## src/rtl/alu_arbiter_pkg.sv

```systemverilog
// Shared definitions for the two-port ALU arbiter: ALU select codes and FSM states.
package alu_arbiter_pkg;

    localparam logic [2:0] ALU_FWD     = 3'b000;
    localparam logic [2:0] ALU_ADD     = 3'b001;
    localparam logic [2:0] ALU_AND     = 3'b010;
    localparam logic [2:0] ALU_OR      = 3'b011;
    localparam logic [2:0] ALU_JMP     = 3'b100;
    localparam logic [2:0] ALU_SEL_MAX = 3'b100;

    typedef enum logic [1:0] {
        IDLE = 2'd0,
        EXEC = 2'd1,
        RESP = 2'd2
    } state_t;

endpackage

```

## src/rtl/alu_arbiter_if.sv

```systemverilog
// Request/response bundle for both requesters plus the shared ALU connection.
interface alu_arbiter_if #(
    parameter int DATA_WIDTH = 8,
    parameter int SEL_WIDTH  = 3
);
    logic                  REQ0_VALID;
    logic [DATA_WIDTH-1:0] REQ0_DATA1;
    logic [DATA_WIDTH-1:0] REQ0_DATA2;
    logic [SEL_WIDTH-1:0]  REQ0_SELECT;
    logic                  REQ0_READY;
    logic                  RSP0_VALID;
    logic [DATA_WIDTH-1:0] RSP0_RESULT;
    logic                  RSP0_ZERO;

    logic                  REQ1_VALID;
    logic [DATA_WIDTH-1:0] REQ1_DATA1;
    logic [DATA_WIDTH-1:0] REQ1_DATA2;
    logic [SEL_WIDTH-1:0]  REQ1_SELECT;
    logic                  REQ1_READY;
    logic                  RSP1_VALID;
    logic [DATA_WIDTH-1:0] RSP1_RESULT;
    logic                  RSP1_ZERO;

    logic                  RSP_ERR;
    logic [DATA_WIDTH-1:0] ALU_DATA1;
    logic [DATA_WIDTH-1:0] ALU_DATA2;
    logic [SEL_WIDTH-1:0]  ALU_SELECT;
    logic [DATA_WIDTH-1:0] ALU_RESULT;
    logic                  ALU_ZERO;
    logic                  BUSY;
    logic                  GRANT;

    modport slave (
        input  REQ0_VALID, REQ0_DATA1, REQ0_DATA2, REQ0_SELECT,
        output REQ0_READY, RSP0_VALID, RSP0_RESULT, RSP0_ZERO,
        input  REQ1_VALID, REQ1_DATA1, REQ1_DATA2, REQ1_SELECT,
        output REQ1_READY, RSP1_VALID, RSP1_RESULT, RSP1_ZERO,
        output RSP_ERR, ALU_DATA1, ALU_DATA2, ALU_SELECT,
        input  ALU_RESULT, ALU_ZERO,
        output BUSY, GRANT
    );

    modport master (
        output REQ0_VALID, REQ0_DATA1, REQ0_DATA2, REQ0_SELECT,
        input  REQ0_READY, RSP0_VALID, RSP0_RESULT, RSP0_ZERO,
        output REQ1_VALID, REQ1_DATA1, REQ1_DATA2, REQ1_SELECT,
        input  REQ1_READY, RSP1_VALID, RSP1_RESULT, RSP1_ZERO,
        input  RSP_ERR, ALU_DATA1, ALU_DATA2, ALU_SELECT,
        output ALU_RESULT, ALU_ZERO,
        input  BUSY, GRANT
    );

endinterface

```

## src/rtl/alu_arbiter_rr_arbiter2.sv

```systemverilog
// Combinational two-way round-robin grant: on a tie the requester that did not win last time wins.
module rr_arbiter2 (
    input  logic       i_valid0,
    input  logic       i_valid1,
    input  logic       i_last,
    output logic [1:0] o_ready,
    output logic       o_winner
);

    logic w_winner;

    always_comb begin
        w_winner = 1'b0;
        if (i_valid0 && i_valid1) begin
            w_winner = ~i_last;
        end else if (i_valid1) begin
            w_winner = 1'b1;
        end
    end

    always_comb begin
        o_ready = '0;
        if (i_valid0 || i_valid1) begin
            o_ready = w_winner ? 2'b10 : 2'b01;
        end
    end

    assign o_winner = w_winner;

endmodule

```

## src/rtl/alu_arbiter.sv

```systemverilog
// Shares one ALU between two requesters: round-robin accept, hold operands for a settle
// window, capture RESULT/ZERO and return them as a one-cycle response pulse.
module alu_arbiter
    import alu_arbiter_pkg::*;
#(
    parameter int DATA_WIDTH    = 8,
    parameter int SEL_WIDTH     = 3,
    parameter int SETTLE_CYCLES = 1
) (
    input  logic          CLK,
    input  logic          RESET,
    alu_arbiter_if.slave  bus
);

    localparam int                 CNT_W    = 3;
    localparam logic [CNT_W-1:0]   CNT_LAST = CNT_W'(SETTLE_CYCLES - 1);

    state_t                r_state;
    state_t                w_next;
    logic                  r_last;
    logic                  r_grant;
    logic [DATA_WIDTH-1:0] r_data1;
    logic [DATA_WIDTH-1:0] r_data2;
    logic [SEL_WIDTH-1:0]  r_sel;
    logic                  r_illegal;
    logic [CNT_W-1:0]      r_cnt;
    logic [DATA_WIDTH-1:0] r_res0;
    logic [DATA_WIDTH-1:0] r_res1;
    logic                  r_zero0;
    logic                  r_zero1;
    logic                  r_err;

    logic [1:0]            w_arb_ready;
    logic                  w_winner;
    logic                  w_accept;
    logic                  w_capture;
    logic [DATA_WIDTH-1:0] w_d1;
    logic [DATA_WIDTH-1:0] w_d2;
    logic [SEL_WIDTH-1:0]  w_sel;
    logic                  w_illegal;
    logic [DATA_WIDTH-1:0] w_cap_res;
    logic                  w_cap_zero;

    rr_arbiter2 u_rr (
        .i_valid0 (bus.REQ0_VALID),
        .i_valid1 (bus.REQ1_VALID),
        .i_last   (r_last),
        .o_ready  (w_arb_ready),
        .o_winner (w_winner)
    );

    assign w_d1      = w_winner ? bus.REQ1_DATA1  : bus.REQ0_DATA1;
    assign w_d2      = w_winner ? bus.REQ1_DATA2  : bus.REQ0_DATA2;
    assign w_sel     = w_winner ? bus.REQ1_SELECT : bus.REQ0_SELECT;
    assign w_illegal = (w_sel > SEL_WIDTH'(ALU_SEL_MAX));
    assign w_accept  = (r_state == IDLE) && (|w_arb_ready);
    assign w_capture = (r_state == EXEC) && (r_cnt == CNT_LAST);

    // Illegal selects run a forward of zero on the ALU, but the reported result is forced
    // so the response never depends on what the ALU does with that code.
    assign w_cap_res  = r_illegal ? '0   : bus.ALU_RESULT;
    assign w_cap_zero = r_illegal ? 1'b1 : bus.ALU_ZERO;

    always_comb begin
        w_next = r_state;
        case (r_state)
            IDLE:    if (w_accept)  w_next = EXEC;
            EXEC:    if (w_capture) w_next = RESP;
            RESP:    w_next = IDLE;
            default: w_next = IDLE;
        endcase
    end

    always_ff @(posedge CLK) begin
        if (!RESET) begin
            r_state   <= IDLE;
            r_last    <= 1'b1;
            r_grant   <= 1'b0;
            r_data1   <= '0;
            r_data2   <= '0;
            r_sel     <= '0;
            r_illegal <= 1'b0;
            r_cnt     <= '0;
            r_res0    <= '0;
            r_res1    <= '0;
            r_zero0   <= 1'b0;
            r_zero1   <= 1'b0;
            r_err     <= 1'b0;
        end else begin
            r_state <= w_next;
            if (w_accept) begin
                r_data1   <= w_illegal ? '0 : w_d1;
                r_data2   <= w_illegal ? '0 : w_d2;
                r_sel     <= w_illegal ? SEL_WIDTH'(ALU_FWD) : w_sel;
                r_illegal <= w_illegal;
                r_grant   <= w_winner;
                r_last    <= w_winner;
                r_cnt     <= '0;
            end
            if (r_state == EXEC) begin
                r_cnt <= r_cnt + 1'b1;
            end
            if (w_capture) begin
                r_err <= r_illegal;
                if (r_grant) begin
                    r_res1  <= w_cap_res;
                    r_zero1 <= w_cap_zero;
                end else begin
                    r_res0  <= w_cap_res;
                    r_zero0 <= w_cap_zero;
                end
            end
            if (r_state == RESP) begin
                r_err <= 1'b0;
            end
        end
    end

    assign bus.REQ0_READY  = (r_state == IDLE) && w_arb_ready[0];
    assign bus.REQ1_READY  = (r_state == IDLE) && w_arb_ready[1];
    assign bus.RSP0_VALID  = (r_state == RESP) && !r_grant;
    assign bus.RSP1_VALID  = (r_state == RESP) &&  r_grant;
    assign bus.RSP0_RESULT = r_res0;
    assign bus.RSP0_ZERO   = r_zero0;
    assign bus.RSP1_RESULT = r_res1;
    assign bus.RSP1_ZERO   = r_zero1;
    assign bus.RSP_ERR     = r_err;
    assign bus.ALU_DATA1   = r_data1;
    assign bus.ALU_DATA2   = r_data2;
    assign bus.ALU_SELECT  = r_sel;
    assign bus.BUSY        = (r_state != IDLE);
    assign bus.GRANT       = r_grant;

endmodule

```

## src/flat_wrapper.sv

```systemverilog
// flat-port wrapper written by rule: the top's interface ports become plain ports
module alu_arbiter_flat import alu_arbiter_pkg::*;
#(
    parameter int DATA_WIDTH    = 8,
    parameter int SEL_WIDTH     = 3,
    parameter int SETTLE_CYCLES = 1
)
  (CLK, RESET, bus_REQ0_VALID, bus_REQ0_DATA1, bus_REQ0_DATA2, bus_REQ0_SELECT, bus_REQ0_READY, bus_RSP0_VALID, bus_RSP0_RESULT, bus_RSP0_ZERO, bus_REQ1_VALID, bus_REQ1_DATA1, bus_REQ1_DATA2, bus_REQ1_SELECT, bus_REQ1_READY, bus_RSP1_VALID, bus_RSP1_RESULT, bus_RSP1_ZERO, bus_RSP_ERR, bus_ALU_DATA1, bus_ALU_DATA2, bus_ALU_SELECT, bus_ALU_RESULT, bus_ALU_ZERO, bus_BUSY, bus_GRANT);
  alu_arbiter_if #(.DATA_WIDTH(DATA_WIDTH), .SEL_WIDTH(SEL_WIDTH)) bus_i ();
  input  logic CLK;
  input  logic RESET;
  input wire logic [$bits(bus_i.REQ0_VALID)-1:0] bus_REQ0_VALID;
  input wire logic [$bits(bus_i.REQ0_DATA1)-1:0] bus_REQ0_DATA1;
  input wire logic [$bits(bus_i.REQ0_DATA2)-1:0] bus_REQ0_DATA2;
  input wire logic [$bits(bus_i.REQ0_SELECT)-1:0] bus_REQ0_SELECT;
  output wire logic [$bits(bus_i.REQ0_READY)-1:0] bus_REQ0_READY;
  output wire logic [$bits(bus_i.RSP0_VALID)-1:0] bus_RSP0_VALID;
  output wire logic [$bits(bus_i.RSP0_RESULT)-1:0] bus_RSP0_RESULT;
  output wire logic [$bits(bus_i.RSP0_ZERO)-1:0] bus_RSP0_ZERO;
  input wire logic [$bits(bus_i.REQ1_VALID)-1:0] bus_REQ1_VALID;
  input wire logic [$bits(bus_i.REQ1_DATA1)-1:0] bus_REQ1_DATA1;
  input wire logic [$bits(bus_i.REQ1_DATA2)-1:0] bus_REQ1_DATA2;
  input wire logic [$bits(bus_i.REQ1_SELECT)-1:0] bus_REQ1_SELECT;
  output wire logic [$bits(bus_i.REQ1_READY)-1:0] bus_REQ1_READY;
  output wire logic [$bits(bus_i.RSP1_VALID)-1:0] bus_RSP1_VALID;
  output wire logic [$bits(bus_i.RSP1_RESULT)-1:0] bus_RSP1_RESULT;
  output wire logic [$bits(bus_i.RSP1_ZERO)-1:0] bus_RSP1_ZERO;
  output wire logic [$bits(bus_i.RSP_ERR)-1:0] bus_RSP_ERR;
  output wire logic [$bits(bus_i.ALU_DATA1)-1:0] bus_ALU_DATA1;
  output wire logic [$bits(bus_i.ALU_DATA2)-1:0] bus_ALU_DATA2;
  output wire logic [$bits(bus_i.ALU_SELECT)-1:0] bus_ALU_SELECT;
  input wire logic [$bits(bus_i.ALU_RESULT)-1:0] bus_ALU_RESULT;
  input wire logic [$bits(bus_i.ALU_ZERO)-1:0] bus_ALU_ZERO;
  output wire logic [$bits(bus_i.BUSY)-1:0] bus_BUSY;
  output wire logic [$bits(bus_i.GRANT)-1:0] bus_GRANT;
  assign bus_i.REQ0_VALID = bus_REQ0_VALID;
  assign bus_i.REQ0_DATA1 = bus_REQ0_DATA1;
  assign bus_i.REQ0_DATA2 = bus_REQ0_DATA2;
  assign bus_i.REQ0_SELECT = bus_REQ0_SELECT;
  assign bus_REQ0_READY = bus_i.REQ0_READY;
  assign bus_RSP0_VALID = bus_i.RSP0_VALID;
  assign bus_RSP0_RESULT = bus_i.RSP0_RESULT;
  assign bus_RSP0_ZERO = bus_i.RSP0_ZERO;
  assign bus_i.REQ1_VALID = bus_REQ1_VALID;
  assign bus_i.REQ1_DATA1 = bus_REQ1_DATA1;
  assign bus_i.REQ1_DATA2 = bus_REQ1_DATA2;
  assign bus_i.REQ1_SELECT = bus_REQ1_SELECT;
  assign bus_REQ1_READY = bus_i.REQ1_READY;
  assign bus_RSP1_VALID = bus_i.RSP1_VALID;
  assign bus_RSP1_RESULT = bus_i.RSP1_RESULT;
  assign bus_RSP1_ZERO = bus_i.RSP1_ZERO;
  assign bus_RSP_ERR = bus_i.RSP_ERR;
  assign bus_ALU_DATA1 = bus_i.ALU_DATA1;
  assign bus_ALU_DATA2 = bus_i.ALU_DATA2;
  assign bus_ALU_SELECT = bus_i.ALU_SELECT;
  assign bus_i.ALU_RESULT = bus_ALU_RESULT;
  assign bus_i.ALU_ZERO = bus_ALU_ZERO;
  assign bus_BUSY = bus_i.BUSY;
  assign bus_GRANT = bus_i.GRANT;
  alu_arbiter #(.DATA_WIDTH(DATA_WIDTH), .SEL_WIDTH(SEL_WIDTH), .SETTLE_CYCLES(SETTLE_CYCLES)) u_core (.CLK(CLK), .RESET(RESET), .bus(bus_i));
endmodule
```

## config.mk

```make
export PLATFORM = sky130hd
export DESIGN_NAME = alu_arbiter_flat
export DESIGN_NICKNAME = d
export VERILOG_FILES = /design/src/rtl/alu_arbiter_pkg.sv /design/src/rtl/alu_arbiter_if.sv /design/src/rtl/alu_arbiter_rr_arbiter2.sv /design/src/rtl/alu_arbiter.sv /design/src/flat_wrapper.sv
export SDC_FILE = /design/constraint.sdc
export NUM_CORES = 1
export LEC_CHECK = 0
export CORE_ASPECT_RATIO = 0.5
export CORE_UTILIZATION = 39
export CTS_BUF_LIST = sky130_fd_sc_hd__clkbuf_2 sky130_fd_sc_hd__clkbuf_4 sky130_fd_sc_hd__clkbuf_8
export DETAILED_ROUTE_END_ITERATION = 10
export GPL_ROUTABILITY_DRIVEN = 0
export GPL_TIMING_DRIVEN = 0
export PLACE_DENSITY = 0.87
export SYNTH_ARGS = -nofsm -noshare
export SYNTH_HDL_FRONTEND = slang
export SYNTH_SLANG_ARGS = --single-unit
```

## constraint.sdc

```tcl
create_clock -name CLK -period 1.45 [get_ports CLK]
set_clock_uncertainty 0.15 [all_clocks]
set_input_delay 0.3625 -clock CLK [delete_from_list [all_inputs] [get_ports CLK]]
set_output_delay 0.3625 -clock CLK [all_outputs]
set_load 0.02 [all_outputs]
```

Yosys cells after proc, flatten, opt, wreduce, memory -nomap -nowiden --
Cells that the tools add are included.
Cells by class: equality and inequality tests 4, reduce and logical (&&, ||, !) cells 18, bitwise logic cells 3, add/subtract/negate cells 1, $lt $le $gt $ge 1, muxes and demuxes 17
Operators by type and width (number):
- 8-bit 2-to-1 mux | 5
- 3-bit 2-to-1 mux | 4
- 2-bit 2-to-1 mux | 4
- 1-bit logical AND | 7
- 2-bit AND reduction | 3
- 2-bit by 1-bit inequality test with 1-bit output, second input constant | 2
- 2-bit case mux with 2 select lines | 1
- 2-bit nonzero test | 2
- 2-bit OR reduction | 2
- 3-bit by 1-bit adder with 3-bit output, second input constant | 1
- 3-bit > comparator, second input constant | 1
- 3-bit logical NOT | 1
- 1-bit 2-to-1 mux | 3
- 1-bit inverter | 3
- 2-bit by 1-bit == test with 1-bit output, second input constant | 1
- 2-bit == test, second input constant | 1
- 2-bit logical NOT | 1
- 1-bit logical NOT | 1
- 1-bit logical OR | 1
Storage, ports and cells: output and inout bits 44, logic and storage cells 57, bits in registers 46, input port bits 51

Depth between registers and ports, before layout --
word-level depth 8, gate-level depth with buffers 7

By module --
A second synthesis with hierarchy kept.
Second synthesis, totals: cell total of the unflattened synthesis 237, area, all modules 2229.6 um^2
By module, submodules not included:
- alu_arbiter | cells each 233, area each 2203.4 um^2, times used 1
- rr_arbiter2 | cells each 4, area each 26.3 um^2, times used 1

Worst setup path after synthesis --
OpenSTA, ideal clock, no wires.
path kind register -> register, from register u_core.r_state[0], to register u_core.r_data1[2] (netlist: u_core.bus.ALU_DATA1[2]), setup slack -129 ps, arrival time 1314 ps, setup time 115 ps, clock period less this slack 1579 ps, cell stages (with the launch flop) 8, required time 1185 ps, cell sequence dfxtp_1 -> buf_2 -> nor2_4 -> o21ai_1 -> and2_1 -> buf_2 -> buf_4 -> o2bb2ai_2
On the way: word-level cells in the longest chain between the ends 2
Ends and longest elaborated chain:
- from (decl) | RTL line alu_arbiter.sv:18 | state_t r_state;
- from (signal assigned) | RTL line alu_arbiter.sv:90 | r_state <= w_next;
- 2-bit logical NOT | RTL line alu_arbiter.sv:56 | assign w_accept = (r_state == IDLE) && (|w_arb_ready);
- 1-bit logical AND | RTL line alu_arbiter.sv:56
- to (signal assigned) | RTL line alu_arbiter.sv:92 | r_data1 <= w_illegal ? '0 : w_d1;
- to (decl) | RTL line alu_arbiter.sv:22 | logic [DATA_WIDTH-1:0] r_data1;
Every way passes these cells. A chain may end at the register's enable or synchronous reset.

Worst setup path after layout --
from input bus_REQ1_SELECT[0], to register u_core.r_data1[7] (netlist: u_core.bus.ALU_DATA1[7])
On the way: word-level cells in the longest chain between the ends 3
Ends and longest elaborated chain:
- from (decl) | RTL line flat_wrapper.sv:23 | input wire logic [$bits(bus_i.REQ1_SELECT)-1:0] bus_REQ1_SELECT;
- 3-bit 2-to-1 mux | RTL line alu_arbiter.sv:54 | assign w_sel = w_winner ? bus.REQ1_SELECT : bus.REQ0_SELECT;
- 3-bit > comparator | RTL line alu_arbiter.sv:55 | assign w_illegal = (w_sel > SEL_WIDTH'(ALU_SEL_MAX));
- 8-bit 2-to-1 mux | RTL line alu_arbiter.sv:92
Every way passes these cells.

==> results by group <==
Timing
  • Final Max Tran Viols: 0
  • Hold Violations, Final: 0
  • Max Freq: 566 MHz
  • Post-route setup slack: -318 ps
  • Setup TNS: -7920 ps
  • Worst-Margin Slew: 361 ps
  • Worst rel slew slack: 0.757
  • Post-layout minimum cycle time: 1770 ps
  • Final period util: 1.22
  • Final setup viols: 43
  • RSZ-0062 raised after global routing: yes

Final layout
  • Layout cell share with drive strength beyond 1: 0.422
  • Finished Layout Cells: 397
  • Commonest cells after routing, fill and taps aside: clkdlybuf4s50_1 (47), dfxtp_1 (40), mux2i_1 (30), buf_2 (30), nor2b_1 (27)
  • # nets final: 380
  • Commonest non-fill, non-tap cell in the layout: clkdlybuf4s50_1
  • Number of diodes: 0
  • Area delta synth->final: 71.5%
  • Post-route cell area: 3630 µm²
  • Util after Layout: 0.717

Setup path
  • Cells on worst reg2reg path: 7
  • Slowest stage delay, CP: 480 ps
  • Type of element launching the critical path: input pin
  • Critical-path maximum fanout: 5
  • Reg2reg start: u_core.r_last
  • Nature of the critical path endpoint: register
  • CP Class: input pin to register
  • Slowest CP cell: clkdlybuf4s50_1
  • CP Launch Point: bus_REQ1_SELECT[0]
  • Critical path, cell by cell: clkdlybuf4s50_1, o21ai_0, mux2_4, nand3_4, buf_12, buf_8, o2bb2ai_2
  • Critical Path AT: 1860 ps
  • Critical path required time: 1540 ps

Floorplan
  • Die W: 106 µm
  • I/O pin cnt: 95
  • Core Area: 5070 µm²
  • Std cell rows: 18
  • Die area: 5750 µm²
  • Die height: 54.1 µm
  • Initial Util: 0.418

Global route
  • Vias in the first global route: 1985
  • First-pass GRT wire length: 9310 µm
  • Total grt overflow: 0
  • Initial antenna violation count: 0
  • GRT Total Usage: 0.216
  • Pin count of the biggest net entering global routing: 14

Placed design
  • Post-DP HPWL: 4060 µm
  • Placed Cells: 364
  • Dpl cell area: 3220 µm²
  • IO Port Bufs: 94

CTS
  • Clock sinks: 46
  • Clock root buffer: clkbuf_8
  • Htree depth: 2
  • CTS buffer count: 5
  • Max Root-Sink Buffers: 2
  • Insertion delay to the later sink of the worst-skew pair: 300 ps
  • Reg clk slew, reported paths: 80 ps
  • CTS tree: done

Yosys
  • Yosys warnings: 0
  • Leading area contributor after synthesis: dfxtp_1
  • Post-synth EDFFs: 0
  • Syn_nets: 253
  • Seq/Total Area, Yosys: 0.435
  • Post-synth cell types: 38
  • Post-synthesis cell area: 2120 µm²
  • Synth Area per Inst: 10.6 µm²
  • Dominant synthesized flop cell: dfxtp_1
  • Async SR Flop Fraction: 0
  • Post-synth top area share: 0.435
  • Main area contributors after synthesis: dfxtp_1 (43%), mux2i_1 (15%), nor2b_1 (8.6%)
  • Seq cells post-synth: 46
  • Post-synthesis cell count: 200

Drt
  • DR pass1 iterations: 4
  • Remaining DRCs: 0
  • 1st-iter DRT viols: 49
  • Via Count: 2002
  • ANT nets after route: 0
  • Via density: 5.04
  • WL per Instance: 16.7 µm
  • Routed WL: 6620 µm

Status
  • Failing checks: setup timing
  • Outcome: complete, but fails checks

Power
  • Worst VDD drop: 0.530 mV
  • Leakage: 0.00159 µW
  • PwrDens: 902 nW/µm²

Min path
  • Hold Crit Depth: 1
  • Worst Hold Class: register to register
  • Min-delay src: u_core.bus.ALU_DATA2[4]

Flow run
  • Max Cap Viol: 0
## area by class of cell
type                            instances  area, µm²
Buffer                                 11        114
Clock buffer                            5       68.8
Clock inverter                          2       10.0
Fill cell                             356       1430
Inverter                                6       25.0
Multi-Input combinational cell        136       1300
Sequential cell                        46        933
Tap cell                               70       87.6
Timing Repair Buffer                  121       1090
## cells in the mapped netlist (4+ instances only)
| library cell | instances |
|---|---|
| clkbuf_1 | 4 |
| o2bb2ai_2 | 10 |
| mux2i_1 | 32 |
| nor2b_1 | 29 |
| nor2_1 | 7 |
| o211a_1 | 4 |
| nand2_1 | 6 |
| buf_2 | 6 |
| dfxtp_1 | 46 |
| inv_1 | 6 |
| o2bb2ai_1 | 6 |
## report_power, final
| group | internal, µW | switching (µW) | total, µW |
|---|---|---|---|
| sequential | 1360 | 74.1 | 1430 |
| combinational | 577 | 521 | 1100 |
| clock | 324 | 425 | 749 |
| total | 2260 | 1020 | 3280 |
## logic make-up after synthesis
logic type / after synthesis / share of synthesized area
buffers and inverters: 18 / 0.0408
multiplexers: 33 / 0.157
adder cells (fa/ha/maj): 2 / 0.0118
AND/OR/NAND/NOR: 60 / 0.167
AO/OA/AOI/OAI: 41 / 0.189
flip-flops: 46 / 0.435
## stage by stage
stage / hold slack (ps) / total power [µW] / worst slack, ps
finish: 319 / 3280 / -318
global route: 331 / 3420 / -382
CTS: 323 / 3230 / -233
detailed placement: 296 / 2330 / -1190
global placement: 298 / 2310 / -1150
floorplan: 321 / 1930 / -13.9
## state kept, by name, indices dropped and copies added, names as in the netlist
signal	flops
u_core.bus.ALU_DATA1	8
u_core.bus.ALU_DATA2	8
u_core.bus.RSP0_RESULT	8
u_core.bus.RSP1_RESULT	8
u_core.bus.ALU_SELECT	3
u_core.r_cnt	3
u_core.r_state	2
u_core.bus.GRANT	1
u_core.bus.RSP0_ZERO	1
u_core.bus.RSP1_ZERO	1
u_core.bus.RSP_ERR	1
u_core.r_illegal	1
u_core.r_last	1
## path summary, 6_finish.rpt
path         slack [ps]                 endpoint
max                -320  u_core.bus.ALU_DATA1[7]
min reg2reg         320  u_core.bus.ALU_DATA2[4]
min                 320  u_core.bus.ALU_DATA2[4]
max reg2reg        -270  u_core.bus.ALU_DATA2[2]
## critical path: cells and delay by family
kind            cells  cell delay, ps
compound gates      2             380
simple gates        1             110
mux                 1             240
buf+inv             3             770
## metal layers
layer,share of wire,GRT usage,vias up
met1,0.40,0.239,945
met5,0,0,-
li1,-,-,966
met3,0.044,0.0484,24
met4,0.037,0.0810,0
met2,0.52,0.421,67
## what timing repair did
item	in CTS	in global routing
cloned	4	0
pin swaps	11	10
setup endpoints to repair	85	66
buffers inserted	15	10
resized for setup	207	43
hold buffers	0	0
No activity file was read; power rests on OpenSTA's default activity.
